`src/rtl/wb_frame_slave.sv`:
```
// wb_frame_slave: Wishbone (pipelined) slave holding one 32-bit row word per
// LED-matrix row (eight 4-bit pixels per word), plus a free-running row/PWM
// scanner that drives a one-hot row select and an 8-bit column drive.
//
// Optional feature: define WB_FRAME_SHADOW_EN to put bus writes into a shadow
// bank that is copied to the display bank on the o_frame cycle. Without it a
// single bank serves both the bus and the scanner.
//
// Handshake: a transfer is accepted in any cycle with i_wb_cyc && i_wb_stb &&
// !o_wb_stall (stall is tied low). Each accept raises an internal ack flag for
// exactly the next cycle. o_wb_ack is that flag gated by i_wb_cyc, so a
// master that drops cyc abandons its pending ack. Read data is captured at
// the accepting edge and is valid while o_wb_ack is high.
module wb_frame_slave #(
  parameter int WB_DATA_WIDTH = 32,
  parameter int REG_COUNT     = 8,
  parameter int WB_ADDR_WIDTH = $clog2(REG_COUNT),
  parameter int WB_SEL_WIDTH  = WB_DATA_WIDTH / 8,
  parameter int STEP_CYCLES   = 16
) (
  input  logic                     clk,
  input  logic                     reset,
  input  logic                     i_wb_cyc,
  input  logic                     i_wb_stb,
  input  logic                     i_wb_we,
  input  logic [WB_ADDR_WIDTH-1:0] i_wb_addr,
  input  logic [WB_SEL_WIDTH-1:0]  i_wb_sel,
  input  logic [WB_DATA_WIDTH-1:0] i_wb_wdata,
  output logic                     o_wb_ack,
  output logic                     o_wb_stall,
  output logic [WB_DATA_WIDTH-1:0] o_wb_rdata,
  output logic [REG_COUNT-1:0]     o_row,
  output logic [7:0]               o_col,
  output logic                     o_frame
);

  // Counter widths never drop below one bit so degenerate sizes still build.
  localparam int ROW_W  = (REG_COUNT > 1)   ? $clog2(REG_COUNT)   : 1;
  localparam int STEP_W = (STEP_CYCLES > 1) ? $clog2(STEP_CYCLES) : 1;

  localparam logic [ROW_W-1:0]  ROW_LAST    = ROW_W'(REG_COUNT - 1);
  localparam logic [STEP_W-1:0] STEP_LAST   = STEP_W'(STEP_CYCLES - 1);
  localparam logic [3:0]        PWM_LAST    = 4'd14;
  localparam logic [31:0]       REG_COUNT_U = 32'(REG_COUNT);

  // ---------------------------------------------------------------------------
  // Bus side
  // ---------------------------------------------------------------------------
  logic                     bus_accept;
  logic                     wr_accept;
  logic                     rd_accept;
  logic                     addr_hit;
  logic [ROW_W-1:0]         bus_idx;
  logic [WB_DATA_WIDTH-1:0] bus_word;
  logic [WB_DATA_WIDTH-1:0] wr_word;
  logic                     ack_q;
  logic [WB_DATA_WIDTH-1:0] rdata_q;

  // Row words seen by the scanner.
  logic [WB_DATA_WIDTH-1:0] disp_q [REG_COUNT];

`ifdef WB_FRAME_SHADOW_EN
  // Bus-facing copy; only reaches the scanner at a frame boundary.
  logic [WB_DATA_WIDTH-1:0] shadow_q [REG_COUNT];
`endif

  // Scanner state.
  logic [STEP_W-1:0]    step_q, step_d;
  logic [3:0]           pwm_q, pwm_d;
  logic [ROW_W-1:0]     row_q, row_d;
  logic                 step_wrap;
  logic                 pwm_wrap;
  logic                 frame_wrap;
  logic [WB_DATA_WIDTH-1:0] disp_word;
  logic [REG_COUNT-1:0] row_oh_q, row_oh_d;
  logic [7:0]           col_q, col_d;

  assign o_wb_stall = 1'b0;
  assign bus_accept = i_wb_cyc && i_wb_stb && !o_wb_stall;
  assign wr_accept  = bus_accept && i_wb_we;
  assign rd_accept  = bus_accept && !i_wb_we;

  // Addresses past the last row are acknowledged but never touch storage.
  assign addr_hit = 32'(i_wb_addr) < REG_COUNT_U;
  assign bus_idx  = ROW_W'(i_wb_addr);

`ifdef WB_FRAME_SHADOW_EN
  assign bus_word = addr_hit ? shadow_q[bus_idx] : '0;
`else
  assign bus_word = addr_hit ? disp_q[bus_idx] : '0;
`endif

  // Byte-lane merge: selected lanes take write data, the rest keep old bytes.
  always_comb begin
    wr_word = bus_word;
    for (int k = 0; k < WB_SEL_WIDTH; k++) begin
      if (i_wb_sel[k]) begin
        wr_word[8*k +: 8] = i_wb_wdata[8*k +: 8];
      end
    end
  end

  // Ack flag and read-data capture; reset drops any ack still in flight.
  always_ff @(posedge clk or posedge reset) begin
    if (reset) begin
      ack_q   <= 1'b0;
      rdata_q <= '0;
    end else begin
      ack_q <= bus_accept;
      if (rd_accept) begin
        rdata_q <= bus_word;
      end
    end
  end

  assign o_wb_ack   = ack_q && i_wb_cyc;
  assign o_wb_rdata = rdata_q;

`ifdef WB_FRAME_SHADOW_EN
  // Shadow bank takes bus writes; the display bank reloads from it wholesale
  // on the frame cycle. A write in that same cycle lands in the shadow after
  // the copy sampled it, so it shows up one frame later.
  always_ff @(posedge clk or posedge reset) begin
    if (reset) begin
      for (int r = 0; r < REG_COUNT; r++) begin
        shadow_q[r] <= '0;
        disp_q[r]   <= '0;
      end
    end else begin
      for (int r = 0; r < REG_COUNT; r++) begin
        if (wr_accept && addr_hit && (bus_idx == ROW_W'(r))) begin
          shadow_q[r] <= wr_word;
        end
        if (frame_wrap) begin
          disp_q[r] <= shadow_q[r];
        end
      end
    end
  end
`else
  // Single bank: bus writes go straight to the words the scanner reads.
  always_ff @(posedge clk or posedge reset) begin
    if (reset) begin
      for (int r = 0; r < REG_COUNT; r++) begin
        disp_q[r] <= '0;
      end
    end else begin
      for (int r = 0; r < REG_COUNT; r++) begin
        if (wr_accept && addr_hit && (bus_idx == ROW_W'(r))) begin
          disp_q[r] <= wr_word;
        end
      end
    end
  end
`endif

  // ---------------------------------------------------------------------------
  // Scanner: step_div -> pwm (0..14) -> row, completely independent of the bus
  // ---------------------------------------------------------------------------

  // Next-state for the cascaded scan counters.
  always_comb begin
    step_wrap  = (step_q == STEP_LAST);
    pwm_wrap   = step_wrap && (pwm_q == PWM_LAST);
    frame_wrap = pwm_wrap && (row_q == ROW_LAST);

    step_d = step_wrap ? '0 : step_q + 1'b1;

    pwm_d = pwm_q;
    if (step_wrap) begin
      pwm_d = (pwm_q == PWM_LAST) ? 4'd0 : pwm_q + 4'd1;
    end

    row_d = row_q;
    if (pwm_wrap) begin
      row_d = (row_q == ROW_LAST) ? '0 : row_q + 1'b1;
    end
  end

  // Column/row drive for the current (row, pwm) point. A pixel of value v is
  // lit while pwm < v, i.e. v of the 15 steps; 0 is always dark, 15 always lit.
  always_comb begin
    disp_word = disp_q[row_q];
    col_d     = '0;
    for (int c = 0; c < 8; c++) begin
      col_d[c] = disp_word[4*c +: 4] > pwm_q;
    end
    row_oh_d        = '0;
    row_oh_d[row_q] = 1'b1;
  end

  // Scan counters and registered matrix drive.
  always_ff @(posedge clk or posedge reset) begin
    if (reset) begin
      step_q   <= '0;
      pwm_q    <= '0;
      row_q    <= '0;
      row_oh_q <= REG_COUNT'(1);
      col_q    <= '0;
    end else begin
      step_q   <= step_d;
      pwm_q    <= pwm_d;
      row_q    <= row_d;
      row_oh_q <= row_oh_d;
      col_q    <= col_d;
    end
  end

  assign o_row   = row_oh_q;
  assign o_col   = col_q;
  assign o_frame = frame_wrap;

endmodule

```
`config.mk`:
```
export PLATFORM = sky130hd
export DESIGN_NAME = wb_frame_slave
export DESIGN_NICKNAME = d
export VERILOG_FILES = /design/src/rtl/wb_frame_slave.sv
export SDC_FILE = /design/constraint.sdc
export NUM_CORES = 1
export LEC_CHECK = 0
export ABC_AREA = 0
export CAP_MARGIN = 25
export CORE_ASPECT_RATIO = 1.2
export CORE_UTILIZATION = 45
export DETAILED_ROUTE_END_ITERATION = 10
export GPL_TIMING_DRIVEN = 0
export PLACE_DENSITY_LB_ADDON = 0.3
export SYNTH_ARGS = -nofsm -noshare
export SYNTH_HDL_FRONTEND = slang
export SYNTH_SLANG_ARGS = --single-unit
```
`constraint.sdc`:
```
create_clock -name clk -period 20.8 [get_ports clk]
set_clock_uncertainty 0.2 [all_clocks]
set_input_delay 3.12 -clock clk [delete_from_list [all_inputs] [get_ports clk]]
set_output_delay 3.12 -clock clk [all_outputs]
set_load 0.02 [all_outputs]
```
==> metrics.txt <==
Mapped Cells 1,415; Slew Limit Fails 0; reg2reg start row_q[2]; Tmin final 7780 ps; total congestion overflow 0; Core Util, Final 53.0%; Layout Nets 1,629; worst slew pin tran 1140 ps; antenna cells 0; Final Hold Violating Endpoints 0; Synth Area per Inst 12.2 um2; Post-CTS Setup Bufs 0; Area contributors post-synth dfrtp_1 46%, mux2_2 21%, ha_1 2.5%, mux2i_1 1.8%, o41ai_4 1.6%; design area 20,100 um2; Max Clk Rate 129 MHz; DRC 0; setup_tns 0 ps; WL final 65,100 um; area leader, netlist dfrtp_1; vias in the first global route 14,200; Mapped Nets 1,494; crit path kind input pin to output pin; largest net degree at the start of global routing 104; worst min-delay path class flop to flop; die area 39,200 um2; most frequent cells in the layout 322 x mux2_2, 315 x dfrtp_1, 88 x clkdlybuf4s50_1, 72 x nand2_1, 62 x nor2_1; Starting Density 45.6%; LEAKAGE 8.75 nW; WL/cell 31.7 um; Final Setup Violations 0; Yosys cell types 72; CP Capture Type output pin; Slew HR 23.7%; Async SR Flop Fraction 100%; worst skew pair latency 540 ps; Area Growth Syn to Fin 16.1%; Clock Sinks 316; hold path endpoint o_wb_rdata[26]; DRT Pass-1 Iters 6; initial antenna violation count 1; clk slew on worst S/H paths 60 ps; Worst R2R End o_col[4]; Hold Path Stages 2; leading cell type in the layout, fill and taps excluded mux2_2; clock root buffer clkbuf_16; RSZ-0062 raised after global routing no; Reg2Reg Depth 10; CTS Buf Count 36; Post-CTS Hold Fix Bufs 0; share of layout cells above drive strength 1 33.3%; Yosys top cell area share 45.6%; std cell rows 78; Yosys reg bits 316; Critical Path RT 17,480 ps; post-CTS sizing 0; fillers 3,296; CP arrival 4460 ps; Synth Warn # 0; CP startpoint kind input pin; CORE AREA 37,900 um2; port bufs 88; number of synthesized flops with an enable pin 0; Vias per Instance 6.74; PwrDens 93.1 nW/um2; Cell Area, Synth 17,300 um2; Final ANT Viol Nets 0; Worst VDD drop 0.0486 mV; max-capacitance violation count 0; pre-CTS WS 13,020 ps; CTS tree done; H-Tree Depth 2; worst reg2reg setup slack 16,790 ps; I/O pin total 95; area post-placement 18,900 um2; HPWL Detailed 43,500 um; total track usage 33.5%; sequential fraction of the synthesis area 45.8%; CP Max Fanout 4; die width 181 um; Main synth FF type dfrtp_1; first-pass GRT wire length 95,400 um; gpl congestion 0.957; Worst Slack Setup Final 13,020 ps; run status completed; hold_sp o_wb_rdata[26]; Clock Tree Buf Depth 3; DIE HEIGHT 217 um; 1st-iter DRT viols 1,487; fin crit share 37.4%; Via Count 13,800
==> stage by stage <==
step                      power [mW]  hold WS (ps)  instances
after floorplan                 1.08           254       1415
after detailed placement        1.23           263       1991
after CTS                       1.86           281       2051
final                           1.87           279       2052
after global routing            1.94           297       2052
after global placement          1.21           262       1983
==> worst max-delay path: stages <==
cell and delay (ps):
clkdlybuf4s50_1 580, and2_1 160, clkdlybuf4s50_1 610
==> cell usage after synthesis (all sizes together) (4+ instances only) <==
| cell type | count |
|---|---|
| a211oi | 15 |
| a21o | 6 |
| a21oi | 52 |
| a221o | 9 |
| a221oi | 32 |
| a22o | 5 |
| a22oi | 28 |
| a311oi | 5 |
| a31oi | 9 |
| and2 | 11 |
| buf | 76 |
| clkbuf | 32 |
| dfrtp | 315 |
| ha | 35 |
| inv | 13 |
| mux2 | 322 |
| mux2i | 31 |
| mux4 | 8 |
| nand2 | 72 |
| nand2b | 5 |
| nand3 | 14 |
| nand3b | 8 |
| nand4 | 9 |
| nor2 | 68 |
| nor2b | 23 |
| nor3 | 10 |
| nor4 | 6 |
| o21a | 24 |
| o21ai | 26 |
| o22ai | 22 |
| o32a | 4 |
| o32ai | 36 |
| o41ai | 48 |
| or3 | 8 |
==> layout make-up <==
type	instances	area, um2	share of cell area [%]
plain buffers	108	591	2.94
multi-input cells	977	8720	43.5
flip-flops and latches	316	7910	39.4
inverters	14	60.1	0.299
repair buffers	97	1020	5.10
well taps	480	601	2.99
clock buffers	53	1070	5.32
clock inverters	7	85.1	0.424
==> how the worst max path moves through the flow <==
stage / startpoint / endpoint / slack (ps) / cells after the start
6_report: i_wb_cyc / o_wb_ack / 13020 / 3
5_1_grt: i_wb_cyc / o_wb_ack / 12990 / 3
4_1_cts: i_wb_cyc / o_wb_ack / 13010 / 3
3_5_place_dp: i_wb_cyc / o_wb_ack / 13020 / 3
3_3_place_gp: reset / o_wb_rdata[31] / 4570 / 2
2_1_floorplan: reset / ack_q / 8740 / 1
==> registers in the layout (all words and copies together), names as in the netlist <==
register    flops
o_wb_rdata     32
disp_q        256
pwm_q           4
row_q           3
o_col           8
o_row           8
ack_q           1
step_q          4
==> routing by layer <==
| metal | global-route usage (%) | up-vias | wire [um] |
|---|---|---|---|
| met5 | 0 | - | 0 |
| met3 | 7.60 | 293 | 6300 |
| met1 | 42.0 | 7020 | 25000 |
| met4 | 23.3 | 0 | 5100 |
| met2 | 51.5 | 831 | 28800 |
| li1 | - | 5696 | - |
==> report_power, final <==
| part | switching [mW] | internal [mW] | leakage [nW] |
|---|---|---|---|
| logic | 0.200 | 0.208 | 4.10 |
| clock network | 0.262 | 0.378 | 0.571 |
| registers | 0.0889 | 0.730 | 4.09 |
| total | 0.551 | 1.32 | 8.75 |
==> cell families after synthesis <==
kind of cell,after synthesis,synth area share [%]
compound gates,335,16.8
xor+xnor,1,0.0507
fa+ha+maj,35,2.53
buf+inv,122,3.72
flops,316,45.8
mux,361,23.8
other cells,1,0.0217
simple gates,244,7.22
(Power assumes the default switching activity.)
